## config.mk

```make
export PLATFORM = sky130hd
export DESIGN_NAME = midi_learn_ctrl_flat
export DESIGN_NICKNAME = d
export VERILOG_FILES = /design/src/rtl/midi_learn_ctrl_pkg.sv /design/src/rtl/midi_learn_ctrl_if.sv /design/src/rtl/midi_learn_ctrl_uart_rx.sv /design/src/rtl/midi_learn_ctrl.sv /design/src/flat_wrapper.sv
export SDC_FILE = /design/constraint.sdc
export NUM_CORES = 1
export LEC_CHECK = 0
export CAP_MARGIN = 20
export CORE_ASPECT_RATIO = 1.25
export CORE_MARGIN = 1
export CORE_UTILIZATION = 60
export CTS_CLUSTER_SIZE = 28
export DETAILED_ROUTE_END_ITERATION = 8
export HOLD_SLACK_MARGIN = 0.15
export PLACE_DENSITY = 0.73
export SYNTH_ARGS = -nofsm -noshare
export SYNTH_HDL_FRONTEND = slang
export SYNTH_SLANG_ARGS = --single-unit
```

## constraint.sdc

```tcl
create_clock -name clk -period 4.22 [get_ports clk]
set_clock_uncertainty 0.2 [all_clocks]
set_input_delay 0.422 -clock clk [delete_from_list [all_inputs] [get_ports clk]]
set_output_delay 0.422 -clock clk [all_outputs]
set_load 0.005 [all_outputs]
```

## src/rtl/midi_learn_ctrl_pkg.sv

```systemverilog
`default_nettype none
// ----------------------------------------------------------------------------
// midi_pkg : shared MIDI message type, byte-class constants and length rule
// Rev 1.0
// ----------------------------------------------------------------------------
package midi_pkg;

    localparam logic [7:0] MIDI_RT_MIN  = 8'hF8;
    localparam logic [7:0] MIDI_SYS_MIN = 8'hF0;
    localparam logic [3:0] CC_STATUS    = 4'hB;

    typedef struct packed {
        logic [7:0] status;
        logic [7:0] d1;
        logic [7:0] d2;
        logic [1:0] len;
    } msg_t;

    // Program change and channel pressure carry one data byte, the rest two.
    function automatic logic [1:0] msg_len(input logic [7:0] status);
        if (status[7:4] == 4'hC || status[7:4] == 4'hD) begin
            return 2'd2;
        end
        return 2'd3;
    endfunction

endpackage
`default_nettype wire

```

## src/rtl/midi_learn_ctrl_if.sv

```systemverilog
`default_nettype none
// ----------------------------------------------------------------------------
// midi_learn_ctrl_if : button pulses, MIDI serial lines and status indicators
// Rev 1.0
// ----------------------------------------------------------------------------
interface midi_learn_ctrl_if #(
    parameter int NUM_BTN = 4
);
    logic [NUM_BTN-1:0] btn_rise;
    logic               midi_rx;
    logic               midi_tx;
    logic               led_learn;
    logic               led_busy;
    logic               rx_frame_err;

    modport master (
        output btn_rise, midi_rx,
        input  midi_tx, led_learn, led_busy, rx_frame_err
    );

    modport slave (
        input  btn_rise, midi_rx,
        output midi_tx, led_learn, led_busy, rx_frame_err
    );
endinterface
`default_nettype wire

```

## src/rtl/midi_learn_ctrl_uart_rx.sv

```systemverilog
`default_nettype none
// ----------------------------------------------------------------------------
// midi_uart_rx : synchronised 8N1 receiver with mid-bit sampling and frame check
// Rev 1.0
// ----------------------------------------------------------------------------
module midi_uart_rx #(
    parameter int CLKS_PER_BIT = 3200
) (
    input  wire logic       clk,
    input  wire logic       rst,
    input  wire logic       rx,
    output logic            byte_valid,
    output logic [7:0]      rx_byte,
    output logic            frame_err
);
    localparam int CW = $clog2(CLKS_PER_BIT);
    localparam logic [CW-1:0] BIT_LAST  = CW'(CLKS_PER_BIT - 1);
    localparam logic [CW-1:0] HALF_LAST = CW'(CLKS_PER_BIT / 2 - 1);

    localparam logic [1:0] S_IDLE  = 2'd0;
    localparam logic [1:0] S_START = 2'd1;
    localparam logic [1:0] S_DATA  = 2'd2;
    localparam logic [1:0] S_STOP  = 2'd3;

    logic [1:0]    state, state_next;
    logic [2:0]    sync;
    logic [CW-1:0] cnt;
    logic [2:0]    bit_cnt;
    logic [7:0]    shifter;
    logic          rx_s, fall, bit_tick, half_tick;

    // sync[1:0] is the metastability chain, sync[2] the previous sample for edge detect
    always_ff @(posedge clk or negedge rst) begin
        if (!rst) begin
            sync <= 3'b111;
        end else begin
            sync <= {sync[1:0], rx};
        end
    end

    assign rx_s      = sync[1];
    assign fall      = sync[2] & ~sync[1];
    assign bit_tick  = (cnt == BIT_LAST);
    assign half_tick = (cnt == HALF_LAST);
    assign rx_byte   = shifter;

    always_ff @(posedge clk or negedge rst) begin
        if (!rst) begin
            state <= S_IDLE;
        end else begin
            state <= state_next;
        end
    end

    always_comb begin
        state_next = state;
        case (state)
            S_IDLE:  if (fall) state_next = S_START;
            S_START: if (half_tick) state_next = rx_s ? S_IDLE : S_DATA;
            S_DATA:  if (bit_tick && bit_cnt == 3'd7) state_next = S_STOP;
            S_STOP:  if (bit_tick) state_next = S_IDLE;
            default: state_next = S_IDLE;
        endcase
    end

    always_ff @(posedge clk or negedge rst) begin
        if (!rst) begin
            cnt     <= '0;
            bit_cnt <= '0;
            shifter <= '0;
        end else begin
            if (state == S_IDLE || bit_tick || (state == S_START && half_tick)) begin
                cnt <= '0;
            end else begin
                cnt <= cnt + CW'(1);
            end
            if (state == S_START) begin
                bit_cnt <= '0;
            end else if (state == S_DATA && bit_tick) begin
                bit_cnt <= bit_cnt + 3'd1;
                shifter <= {rx_s, shifter[7:1]};
            end
        end
    end

    always_comb begin
        byte_valid = (state == S_STOP) && bit_tick && rx_s;
        frame_err  = ((state == S_START) && half_tick && rx_s) ||
                     ((state == S_STOP) && bit_tick && !rx_s);
    end

endmodule
`default_nettype wire

```

## src/rtl/midi_learn_ctrl.sv

```systemverilog
`default_nettype none
// ----------------------------------------------------------------------------
// midi_learn_ctrl : footswitch-to-MIDI sender with slot learning from MIDI IN
// Rev 1.0
// ----------------------------------------------------------------------------
module midi_learn_ctrl
    import midi_pkg::*;
#(
    parameter int NUM_BTN      = 4,
    parameter int CLKS_PER_BIT = 3200,
    parameter int DEF_CHANNEL  = 0,
    parameter int FIRST_CC     = 46,
    parameter int DEF_VALUE    = 127
) (
    input  wire logic        clk,
    input  wire logic        rst,
    midi_learn_ctrl_if.slave bus
);
    localparam int IW = (NUM_BTN > 1) ? $clog2(NUM_BTN) : 1;
    localparam int CW = $clog2(CLKS_PER_BIT);
    localparam logic [CW-1:0] BIT_LAST  = CW'(CLKS_PER_BIT - 1);
    localparam logic [CW-1:0] STOP_LAST = CW'(CLKS_PER_BIT - 2);

    localparam logic [2:0] TX_IDLE  = 3'd0;
    localparam logic [2:0] TX_START = 3'd1;
    localparam logic [2:0] TX_DATA  = 3'd2;
    localparam logic [2:0] TX_STOP  = 3'd3;
    localparam logic [2:0] TX_NEXT  = 3'd4;

    function automatic logic [IW-1:0] lowest_set(input logic [NUM_BTN-1:0] v);
        logic [IW-1:0] idx;
        idx = '0;
        for (int i = NUM_BTN - 1; i >= 0; i--) begin
            if (v[i]) idx = IW'(i);
        end
        return idx;
    endfunction

    function automatic logic [7:0] msg_byte(input msg_t m, input logic [1:0] idx);
        case (idx)
            2'd0:    return m.status;
            2'd1:    return m.d1;
            default: return m.d2;
        endcase
    endfunction

    logic                rx_valid, rx_err;
    logic [7:0]          rx_byte;
    logic [7:0]          run_status, data_d1;
    logic                run_valid, data_idx, msg_done;
    logic [1:0]          run_len;
    msg_t                msg_new, learn_buf, cur;
    msg_t                slot [NUM_BTN];
    logic                armed, assign_req, load;
    logic [IW-1:0]       assign_idx, take_idx;
    logic [NUM_BTN-1:0]  pending, take_mask;
    logic [2:0]          tx_state, tx_next, bit_idx;
    logic [CW-1:0]       tx_cnt;
    logic [1:0]          byte_idx;
    logic [7:0]          shreg;
    logic                tx_tick, stop_end, more_bytes;

    midi_uart_rx #(
        .CLKS_PER_BIT (CLKS_PER_BIT)
    ) u_rx (
        .clk        (clk),
        .rst        (rst),
        .rx         (bus.midi_rx),
        .byte_valid (rx_valid),
        .rx_byte    (rx_byte),
        .frame_err  (rx_err)
    );

    // A data byte completes a message on the second data byte, or the first for 2-byte types
    always_comb begin
        run_len        = msg_len(run_status);
        msg_done       = rx_valid && !rx_byte[7] && run_valid && (data_idx || run_len == 2'd2);
        msg_new.status = run_status;
        msg_new.d1     = data_idx ? data_d1 : rx_byte;
        msg_new.d2     = data_idx ? rx_byte : 8'h00;
        msg_new.len    = run_len;
    end

    always_ff @(posedge clk or negedge rst) begin
        if (!rst) begin
            run_status <= '0;
            run_valid  <= 1'b0;
            data_idx   <= 1'b0;
            data_d1    <= '0;
        end else if (rx_valid) begin
            if (rx_byte[7] && rx_byte < MIDI_SYS_MIN) begin
                run_status <= rx_byte;
                run_valid  <= 1'b1;
                data_idx   <= 1'b0;
            end else if (rx_byte >= MIDI_SYS_MIN && rx_byte < MIDI_RT_MIN) begin
                run_valid <= 1'b0;
                data_idx  <= 1'b0;
            end else if (!rx_byte[7] && run_valid) begin
                data_d1  <= rx_byte;
                data_idx <= !msg_done;
            end
        end
    end

    assign assign_req = armed && (|bus.btn_rise);
    assign assign_idx = lowest_set(bus.btn_rise);

    // A completion in the same clk as an assignment wins: armed stays set with the new buffer
    always_ff @(posedge clk or negedge rst) begin
        if (!rst) begin
            armed     <= 1'b0;
            learn_buf <= '0;
        end else begin
            if (msg_done) begin
                armed     <= 1'b1;
                learn_buf <= msg_new;
            end else if (assign_req) begin
                armed <= 1'b0;
            end
        end
    end

    always_ff @(posedge clk or negedge rst) begin
        if (!rst) begin
            for (int i = 0; i < NUM_BTN; i++) begin
                slot[i] <= '{status: {CC_STATUS, 4'(DEF_CHANNEL)},
                             d1:     8'(FIRST_CC + i),
                             d2:     8'(DEF_VALUE),
                             len:    2'd3};
            end
        end else if (assign_req) begin
            slot[assign_idx] <= learn_buf;
        end
    end

    assign take_idx = lowest_set(pending);

    always_comb begin
        take_mask = '0;
        if (load) take_mask[take_idx] = 1'b1;
    end

    always_ff @(posedge clk or negedge rst) begin
        if (!rst) begin
            pending <= '0;
        end else begin
            pending <= (pending & ~take_mask) | (armed ? '0 : bus.btn_rise);
        end
    end

    assign tx_tick    = (tx_cnt == BIT_LAST);
    assign stop_end   = (tx_cnt == STOP_LAST);
    assign more_bytes = ({1'b0, byte_idx} + 3'd1) < {1'b0, cur.len};
    assign load       = (|pending) && (tx_state == TX_IDLE || (tx_state == TX_NEXT && !more_bytes));

    always_ff @(posedge clk or negedge rst) begin
        if (!rst) begin
            tx_state <= TX_IDLE;
        end else begin
            tx_state <= tx_next;
        end
    end

    // NEXT is the last clk of the stop bit, so chained bytes and messages stay gapless
    always_comb begin
        tx_next = tx_state;
        case (tx_state)
            TX_IDLE:  if (|pending) tx_next = TX_START;
            TX_START: if (tx_tick) tx_next = TX_DATA;
            TX_DATA:  if (tx_tick && bit_idx == 3'd7) tx_next = TX_STOP;
            TX_STOP:  if (stop_end) tx_next = TX_NEXT;
            TX_NEXT:  tx_next = (more_bytes || (|pending)) ? TX_START : TX_IDLE;
            default:  tx_next = TX_IDLE;
        endcase
    end

    always_ff @(posedge clk or negedge rst) begin
        if (!rst) begin
            tx_cnt   <= '0;
            bit_idx  <= '0;
            byte_idx <= '0;
            shreg    <= '0;
            cur      <= '0;
        end else begin
            if (((tx_state == TX_START || tx_state == TX_DATA) && !tx_tick) ||
                (tx_state == TX_STOP && !stop_end)) begin
                tx_cnt <= tx_cnt + CW'(1);
            end else begin
                tx_cnt <= '0;
            end
            if (load) begin
                cur      <= slot[take_idx];
                shreg    <= slot[take_idx].status;
                byte_idx <= '0;
                bit_idx  <= '0;
            end else if (tx_state == TX_DATA && tx_tick) begin
                shreg   <= {1'b0, shreg[7:1]};
                bit_idx <= bit_idx + 3'd1;
            end else if (tx_state == TX_NEXT && more_bytes) begin
                byte_idx <= byte_idx + 2'd1;
                shreg    <= msg_byte(cur, byte_idx + 2'd1);
            end
        end
    end

    always_comb begin
        bus.midi_tx = 1'b1;
        case (tx_state)
            TX_START: bus.midi_tx = 1'b0;
            TX_DATA:  bus.midi_tx = shreg[0];
            default:  bus.midi_tx = 1'b1;
        endcase
        bus.led_busy     = (tx_state != TX_IDLE) || (|pending);
        bus.led_learn    = armed;
        bus.rx_frame_err = rx_err;
    end

endmodule
`default_nettype wire
```

## src/flat_wrapper.sv

```systemverilog
// flat-port wrapper written by rule: the top's interface ports become plain ports
module midi_learn_ctrl_flat import midi_pkg::*;
#(
    parameter int NUM_BTN      = 4,
    parameter int CLKS_PER_BIT = 3200,
    parameter int DEF_CHANNEL  = 0,
    parameter int FIRST_CC     = 46,
    parameter int DEF_VALUE    = 127
)
  (clk, rst, bus_btn_rise, bus_midi_rx, bus_midi_tx, bus_led_learn, bus_led_busy, bus_rx_frame_err);
  midi_learn_ctrl_if #(.NUM_BTN(NUM_BTN)) bus_i ();
  input  wire logic clk;
  input  wire logic rst;
  input wire logic [$bits(bus_i.btn_rise)-1:0] bus_btn_rise;
  input wire logic [$bits(bus_i.midi_rx)-1:0] bus_midi_rx;
  output wire logic [$bits(bus_i.midi_tx)-1:0] bus_midi_tx;
  output wire logic [$bits(bus_i.led_learn)-1:0] bus_led_learn;
  output wire logic [$bits(bus_i.led_busy)-1:0] bus_led_busy;
  output wire logic [$bits(bus_i.rx_frame_err)-1:0] bus_rx_frame_err;
  assign bus_i.btn_rise = bus_btn_rise;
  assign bus_i.midi_rx = bus_midi_rx;
  assign bus_midi_tx = bus_i.midi_tx;
  assign bus_led_learn = bus_i.led_learn;
  assign bus_led_busy = bus_i.led_busy;
  assign bus_rx_frame_err = bus_i.rx_frame_err;
  midi_learn_ctrl #(.NUM_BTN(NUM_BTN), .CLKS_PER_BIT(CLKS_PER_BIT), .DEF_CHANNEL(DEF_CHANNEL), .FIRST_CC(FIRST_CC), .DEF_VALUE(DEF_VALUE)) u_core (.clk(clk), .rst(rst), .bus(bus_i));
endmodule
```

==> flow_summary.toml, run 1 <==
[worst_setup_path]
startpoint = "u_core.pending[1]$_DFF_PN0_"
critPathMaxFanout = 51
crit_type = "reg2reg"
start_kind = "register"
cp-endpoint = "u_core.pending[3]$_DFF_PN0_"
reg2reg_depth = 6
r2r_setup_slack_ps = 980
cp.arrival_ps = 3410
r2r-end = "u_core.pending[3]$_DFF_PN0_"
required_ps = 4390
r2r_start = "u_core.pending[1]$_DFF_PN0_"
end_kind = "register"

[floorplanning]
die_h_um = 150
die_area_um2 = 18100
start_util_pct = 61.9
rows = 53
pin_count = 11
dieWidth_um = 121
core_area_um2 = 17000

[placed_design]
gp_congestion = 0.830
post-place-cells = 1060
io_buffers = 10
dpl.hpwl_um = 14300
place_area_um2 = 10800

[clock_network]
cts_setup_buffers = 0
root_buffer = "clkbuf_16"
clock_latency_ps = 510
cts_tree = "done"
cts.clk_slew.worst_paths_ps = 60
cts_hold_buf = 2
cts.sinks = 235
postCtsResizedCells = 0
htreeDepth = 1
clock_path_buffers = 3
cts_buffers = 23

[routing]
first_iter_violations = 549
routed_wl_um = 21900
drc = 0
ant_nets = 0
vias = 6772
firstDrtPassIters = 5
via_per_inst = 6.14
wire_per_inst_um = 19.9

[timing]
timing.final.hold_violations = 0
tightest_slew_ps = 1020
fin_tns_setup_ps = 0
max_clock_freq_ghz = 0.309
slew_viol_final = 0
maxSlewHeadroom_pct = 32.2
finalSetupViolations = 0
grt_setup_unrepaired = "false"
fin_crit_sh_pct = 76.7
finalCriticalPeriod_ps = 3240

[logic_synthesis]
ys_seq_area_share_pct = 56.5
avgSynthCellArea_um2 = 12.2
syn_area_um2 = 10600
ys_types = 68
async_reset_ff_share_pct = 100
synth_fp_nets = 885
synth_edf_count = 0
netlist_instances = 868
yosysWarnings = 0
synth_top_flop_cell = "dfrtp_1"
synth-seq-cells = 235

[outcome]
status = "complete, no violations"

[grt]
grt_max_degree = 124
grt-ovfl-total = 0
antenna_found_initial = 0
grt_pass1_vias = 6930
globalRouteTotalUtil_pct = 25.4
grt_pass1_wl_um = 36400

[run]
maxCapViolCount = 0

[final_layout]
n_antenna_cell = 0
drive_gt1_share_pct = 31.9
fin_cells = 1103
stdcell_area_um2 = 11600
final_nets = 884
final_core_util_pct = 68.3
area_growth_pct = 10.2
fillers = 1214

[pwr]
peakVddDrop_v = 0.000467
leakagePower_nw = 5.28
power_density_nw_per_um2 = 403
power_w = 0.00469

[worst_hold_path]
hold_class = "reg2reg"
## worst max-delay path, stage by stage, from the launching register on
cell and delay, ps:
dfrtp_1 750, nor2_2 40, buf_4 250, a211oi_2 550, nand2_2 650, o41ai_1 520
o21ai_1 120
## layer usage
layer | GRT usage, % | wire length (µm)
met1 | 34.6 | 9670
met2 | 42.7 | 10800
met3 | 3.86 | 921
met4 | 7.16 | 488
met5 | 0 | 0
## final cells by class
| type | count | area (µm²) | area share, % |
|---|---|---|---|
| clock buffers | 28 | 657 | 5.65 |
| flip-flops and latches | 235 | 5960 | 51.3 |
| clock inverters | 13 | 175 | 1.51 |
| repair buffers | 23 | 205 | 1.76 |
| well taps | 220 | 275 | 2.37 |
| multi-input cells | 566 | 4290 | 36.9 |
| inverters | 18 | 67.6 | 0.581 |
## registers in the layout, summed over array words and instances, names as in the netlist, 3 cells and up, named ones only
signal               flops
u_core.u_rx.sync         3
u_core.bit_idx           3
u_core.learn_buf        26
u_core.u_rx.cnt         12
u_core.tx_cnt           12
u_core.u_rx.bit_cnt      3
u_core.run_status        8
u_core.shreg             8
u_core.data_d1           8
u_core.cur              26
u_core.tx_state          3
u_core.u_rx.rx_byte      8
u_core.pending           4
u_core.slot            104
## power by group
| part | switching, W | total, W | internal (W) |
|---|---|---|---|
| combinational | 0.0000790 | 0.000122 | 0.0000429 |
| clock | 0.000881 | 0.00224 | 0.00136 |
| sequential | 0.0000375 | 0.00233 | 0.00229 |
| total | 0.000998 | 0.00469 | 0.00369 |
## cells in the final DEF, fill, tap and decap left out, types with 19 or more instances in the layout
cell type,Yosys,routed
a21oi_1,19,19
a32o_1,19,19
clkbuf_16,0,25
dfrtp_1,170,170
dfstp_2,65,65
mux2_2,139,139
nand2_1,96,96
nand3_1,20,20
nor2_1,41,41
o21ai_0,33,33
## synthesized netlist by cell type (7+ instances only)
cell type | instances | area, µm²
dfstp_2 | 65 | 1710
inv_1 | 15 | 56.3
buf_2 | 12 | 60.1
nor2b_1 | 10 | 62.6
and3_1 | 8 | 50.1
dfrtp_1 | 170 | 4250
mux2_2 | 139 | 1570
o2111ai_1 | 8 | 70.1
a21oi_1 | 19 | 95.1
a22oi_1 | 9 | 67.6
o21ai_0 | 33 | 165
a32o_1 | 19 | 190
o221a_2 | 7 | 78.8
a22o_1 | 11 | 96.3
clkbuf_1 | 30 | 113
nor3b_1 | 8 | 60.1
o22ai_1 | 18 | 113
nand2_1 | 96 | 360
xor2_1 | 14 | 123
o31ai_1 | 8 | 60.1
nor2_1 | 41 | 154
nand3_1 | 20 | 100
o211ai_1 | 9 | 67.6
ha_1 | 9 | 113
## how the worst min path moves through the flow
| stage | from | to | cells after the start |
|---|---|---|---|
| 3_5_place_dp | u_core.u_rx.sync[0]$_DFF_PN1_ | u_core.u_rx.sync[1]$_DFF_PN1_ | 0 |
| 6_report | u_core.u_rx.sync[0]$_DFF_PN1_ | u_core.u_rx.sync[1]$_DFF_PN1_ | 0 |
| 4_1_cts | u_core.u_rx.sync[0]$_DFF_PN1_ | u_core.u_rx.sync[1]$_DFF_PN1_ | 0 |
| 5_1_grt | u_core.u_rx.sync[0]$_DFF_PN1_ | u_core.u_rx.sync[1]$_DFF_PN1_ | 0 |
| 2_1_floorplan | rst | asynchronous set/reset pin | 0 |
| 3_3_place_gp | u_core.u_rx.sync[0]$_DFF_PN1_ | u_core.u_rx.sync[1]$_DFF_PN1_ | 0 |
## cells by family after synthesis
logic type | after synthesis | share of synthesized area [%]
AOI/OAI and AO/OA | 169 | 11.8
xor gates and xnor gates | 20 | 1.66
adders and majority gates | 10 | 1.26
buffers and inverters | 67 | 2.85
DFF | 235 | 56.5
muxes | 145 | 15.5
and+or+nand+nor | 222 | 10.4
## metrics by stage
stage / hold WS, ps / worst slack, ps
6_report: 164 / 983
5_1_grt: 168 / 781
4_1_cts: 165 / 1020
3_5_place_dp: 155 / 1020
3_3_place_gp: 147 / 1200
2_1_floorplan: -73.6 / 1910
(Power assumes the default switching activity.)
==> run 2, diff against run 1 <==
==> constraint.sdc (replaced) <==
create_clock -name clk -period 3.2 [get_ports clk]
set_clock_uncertainty 0.2 [all_clocks]
set_input_delay 0.32 -clock clk [delete_from_list [all_inputs] [get_ports clk]]
set_output_delay 0.32 -clock clk [all_outputs]
set_load 0.005 [all_outputs]
==> flow_summary.toml, run 2 (synthesized netlist as in run 1, its figures left out) <==
[final_layout]
final_common_cell = "dfrtp_1"
final_nets = 892
stdcell_area_um2 = 11600
final_cell_mix = "dfrtp_1, mux2_2, nand2_1"
largest-register = "u_core.slot"
area_growth_pct = 10.4
n_antenna_cell = 0
largest_reg_flops = 104
fillers = 1244
drive_gt1_share_pct = 31.9
fin_cells = 1113
final_core_util_pct = 68.4
largestRegisters = "u_core.slot x104, u_core.cur x26, u_core.learn_buf x26"

[floorplanning]
start_util_pct = 61.9
die_h_um = 150
die_area_um2 = 18100
rows = 53
dieWidth_um = 121
core_area_um2 = 17000
pin_count = 11

[routing]
drc = 0
via_per_inst = 6.25
routed_wl_um = 22700
wire_per_inst_um = 20.4
vias = 6961
ant_nets = 0
firstDrtPassIters = 5
first_iter_violations = 475

[timing]
fin_crit_sh_pct = 91.4
fin_tns_setup_ps = 0
maxSlewHeadroom_pct = 53.3
max_clock_freq_ghz = 0.342
finalCriticalPeriod_ps = 2920
tightest_slew_ps = 700
timing.final.ws_setup_ps = 275
grt_setup_unrepaired = "false"
timing.final.hold_violations = 0
slew_viol_final = 0
finalSetupViolations = 0

[worst_setup_path]
cp_cell_sequence = "nor4b_1 > nand2_1 > nor2_1 > nand2_1 > a21boi_0 > clkdlybuf4s50_1"
critPathMaxFanout = 12
cp_top_family = "simple AND/OR/NAND/NOR gates"
required_ps = 2680
end_kind = "output port"
cpMostUsedCell = "nand2_1"
cp.arrival_ps = 2400
crit_type = "reg2out"
cpMaxStageDelayCell = "clkdlybuf4s50_1"
worst-path-buf-inv = 1
max_stage_delay_ps = 540
start_kind = "register"

[placed_design]
dp_slack_ps = 452
gp_congestion = 0.839
post-place-cells = 1067
io_buffers = 10
dpl.hpwl_um = 15300
place_area_um2 = 10800

[clock_network]
cts_buffers = 24
cts_tree = "done"
postCtsResizedCells = 0
cts.clk_slew.worst_paths_ps = 60
htreeDepth = 1
clock_latency_ps = 510
clock_path_buffers = 3
cts.sinks = 235
root_buffer = "clkbuf_16"

[grt]
grt_pass1_vias = 7172
grt_max_degree = 91
grt-ovfl-total = 0
grt_pass1_wl_um = 37800
globalRouteTotalUtil_pct = 26.7
antenna_found_initial = 0

[pwr]
leakagePower_nw = 5.29
peakVddDrop_v = 0.000562
power_density_nw_per_um2 = 513

[worst_hold_path]
hold_class = "reg2reg"

[run]
maxCapViolCount = 0

[outcome]
status = "complete, no violations"
-- run 2: final timing paths --
check | from | end | slack, ps | cells past startpoint
max in group asynchronous | rst | u_core.slot[2]$_DFFE_PN1P_ | 1610 | 3
min in group asynchronous | rst | u_core.slot[21]$_DFFE_PN0P_ | 180 | 2
min reg2reg | u_core.u_rx.sync[0]$_DFF_PN1_ | u_core.u_rx.sync[1]$_DFF_PN1_ | 160 | 0
min | u_core.u_rx.sync[0]$_DFF_PN1_ | u_core.u_rx.sync[1]$_DFF_PN1_ | 160 | 0
max | register | bus_rx_frame_err | 280 | 6
max reg2reg | u_core.u_rx.cnt[0]$_DFF_PN0_ | u_core.learn_buf[21]$_DFFE_PN0P_ | 440 | 6
-- run 2: worst register-to-register path, stage by stage (launching register included) --
cell	delay (ps)
dfrtp_1	410
ha_1	250
and2_1	180
and4_4	340
nand4b_4	270
nand2b_1	540
mux2_1	460
-- run 2: layout make-up --
cell class | instances | area [µm²] | area share, %
flip-flops and latches | 235 | 5960 | 51.2
inverters | 18 | 67.6 | 0.580
clock buffers | 38 | 724 | 6.22
clock inverters | 6 | 57.6 | 0.494
repair buffers | 30 | 273 | 2.34
well taps | 220 | 275 | 2.36
multi-input cells | 566 | 4290 | 36.8
-- run 2: routing by layer --
| layer | global-route usage, % | wire (µm) | vias up |
|---|---|---|---|
| met5 | 0 | 0 | - |
| met4 | 12.8 | 905 | 0 |
| met3 | 4.24 | 917 | 52 |
| met2 | 46.3 | 11700 | 158 |
| met1 | 32.7 | 9230 | 3604 |
| li1 | - | - | 3147 |
-- run 2: timing repair --
| item | in CTS | in global routing |
|---|---|---|
| hold buffers | 2 | 0 |
| buffers inserted | 0 | 0 |
| endpoints found under the setup margin | 0 | 0 |
| hold endpoints to repair | 88 | 0 |
-- run 2: through the flow --
step                power, W  hold slack, ps
floorplan            0.00319            -176
global placement     0.00327             142
detailed placement   0.00329             151
CTS                  0.00604             159
global route         0.00619             161
finish               0.00598             159
-- run 2: power by group --
group	total, W	leakage (nW)	switching [W]	internal (W)
clock	0.00274	0.383	0.00111	0.00163
combinational	0.000169	1.92	0.000109	0.0000593
sequential	0.00307	2.99	0.0000486	0.00302
total	0.00598	5.29	0.00127	0.00471
==> run 3, diff against run 2 <==
--- a/config.mk
+++ b/config.mk
@@ -11,8 +11,9 @@
 export CORE_UTILIZATION = 60
 export CTS_CLUSTER_SIZE = 28
 export DETAILED_ROUTE_END_ITERATION = 8
+export DONT_BUFFER_PORTS = 1
 export HOLD_SLACK_MARGIN = 0.15
-export PLACE_DENSITY = 0.73
+export PLACE_DENSITY = 0.72
 export SYNTH_ARGS = -nofsm -noshare
 export SYNTH_HDL_FRONTEND = slang
 export SYNTH_SLANG_ARGS = --single-unit
==> flow_summary.toml, run 3 (synthesized netlist as in run 1, its figures left out) <==
[outcome]
status = "finished, violations left"
violations = "hold timing"

[timing]
finalCriticalPeriod_ps = 2740
tightest_slew_ps = 747
fin_crit_sh_pct = 85.7
timing.final.hold_violations = 235
slew_viol_final = 0
max_clock_freq_ghz = 0.365
maxSlewHeadroom_pct = 50.2
finalSetupViolations = 0
whs_ps = -701
grt_setup_unrepaired = "false"
fin_tns_setup_ps = 0

[placed_design]
io_buffers = 0
dpl.hpwl_um = 14600
post-place-cells = 1053
gp_congestion = 0.905
place_area_um2 = 10700

[final_layout]
largest-register = "u_core.slot"
final_nets = 883
largest_reg_flops = 104
area_growth_pct = 9.47
final_common_cell = "dfrtp_1"
largestRegisters = "u_core.slot x104, u_core.cur x26, u_core.learn_buf x26"
drive_gt1_share_pct = 31.7
final_cell_mix = "dfrtp_1, mux2_2, nand2_1"
n_antenna_cell = 0
stdcell_area_um2 = 11600
fin_cells = 1104
final_core_util_pct = 67.8

[worst_setup_path]
critPathMaxFanout = 17
cp.arrival_ps = 2930
r2r_start = "u_core.u_rx.cnt[0]$_DFF_PN0_"
end_kind = "register"
crit_type = "reg2reg"
r2r-end = "u_core.learn_buf[24]$_DFFE_PN0P_"
required_ps = 3390
reg2reg_depth = 6
start_kind = "register"
r2r_setup_slack_ps = 460

[grt]
antenna_found_initial = 0
grt-ovfl-total = 0
grt_pass1_vias = 7217
grt_pass1_wl_um = 37400
globalRouteTotalUtil_pct = 26.3
grt_max_degree = 236

[clock_network]
root_buffer = "clkbuf_16"
clock_path_buffers = 3
cts.sinks = 235
cts.clk_slew.worst_paths_ps = 60
cts_hold_buf = 6
postCtsResizedCells = 0
clock_latency_ps = 520
cts_tree = "done"
cts_setup_buffers = 0
cts_buffers = 24
htreeDepth = 1

[pwr]
combPwrFrac_pct = 1.7
internal_power_w = 0.00460
leakagePower_nw = 5.25
p_seq_share_pct = 52.8
power_density_nw_per_um2 = 503
sw_frac_of_total_pct = 20.8
power.share.clock_pct = 45.5
power.switching_w = 0.00121
peakVddDrop_v = 0.000421

[floorplanning]
core_area_um2 = 17000
die_h_um = 150
start_util_pct = 61.9
dieWidth_um = 121
die_area_um2 = 18100
rows = 53
pin_count = 11

[routing]
first_iter_violations = 488
wire_per_inst_um = 20.2
routed_wl_um = 22300
drc = 0
ant_nets = 0
firstDrtPassIters = 5
via_per_inst = 6.20
vias = 6840

[run]
maxCapViolCount = 0

[worst_hold_path]
hold_class = "in2async"
[run 3: worst max-delay path, stage by stage, from the launching register on]
cell	delay, ps
dfrtp_1	420
ha_1	250
and2_1	170
and4_4	340
nand4b_4	270
nand2b_1	520
mux2_1	450
[run 3: worst max path at each step]
stage	start	end	slack, ps	depth (start not counted)
finish	u_core.u_rx.cnt[0]$_DFF_PN0_	u_core.learn_buf[24]$_DFFE_PN0P_	460	6
global route	u_core.u_rx.cnt[0]$_DFF_PN0_	u_core.learn_buf[21]$_DFFE_PN0P_	300	6
CTS	u_core.u_rx.cnt[0]$_DFF_PN0_	u_core.learn_buf[19]$_DFFE_PN0P_	480	6
detailed placement	u_core.u_rx.cnt[0]$_DFF_PN0_	u_core.learn_buf[19]$_DFFE_PN0P_	480	6
global placement	u_core.u_rx.cnt[0]$_DFF_PN0_	u_core.learn_buf[19]$_DFFE_PN0P_	590	6
floorplan	u_core.byte_idx[0]$_DFFE_PN0P_	u_core.shreg[6]$_DFFE_PN0P_	890	7
[run 3: routing by layer]
layer | track usage (%) | share of wire [%]
met4 | 8.77 | 2.5
met5 | 0 | 0
met3 | 4.66 | 4.8
met1 | 32.8 | 42
met2 | 46.1 | 50
[run 3: power by group through the flow]
| stage | logic (W) | registers, W | clock network (W) |
|---|---|---|---|
| after floorplan | 0.0000782 | 0.00311 | 0 |
| after global placement | 0.0000887 | 0.00311 | 0 |
| after detailed placement | 0.0000910 | 0.00312 | 0 |
| after CTS | 0.0000982 | 0.00307 | 0.00269 |
| after global routing | 0.000114 | 0.00307 | 0.00282 |
| final | 0.0000979 | 0.00307 | 0.00264 |
[run 3: area by class of cell]
class | instances | area [µm²]
flip-flops and latches | 235 | 5960
fillers | 1218 | 5490
multi-input cells | 566 | 4290
clock buffers | 38 | 714
well taps | 220 | 275
repair buffers | 21 | 208
inverters | 18 | 67.6
clock inverters | 6 | 35.0
[run 3: metrics by stage]
stage	setup slack (ps)	hold WS [ps]	power, W
after floorplan	894	-176	0.00319
after global placement	592	-170	0.00320
after detailed placement	485	-171	0.00321
after CTS	477	-713	0.00585
after global routing	299	-714	0.00601
final	459	-701	0.00581
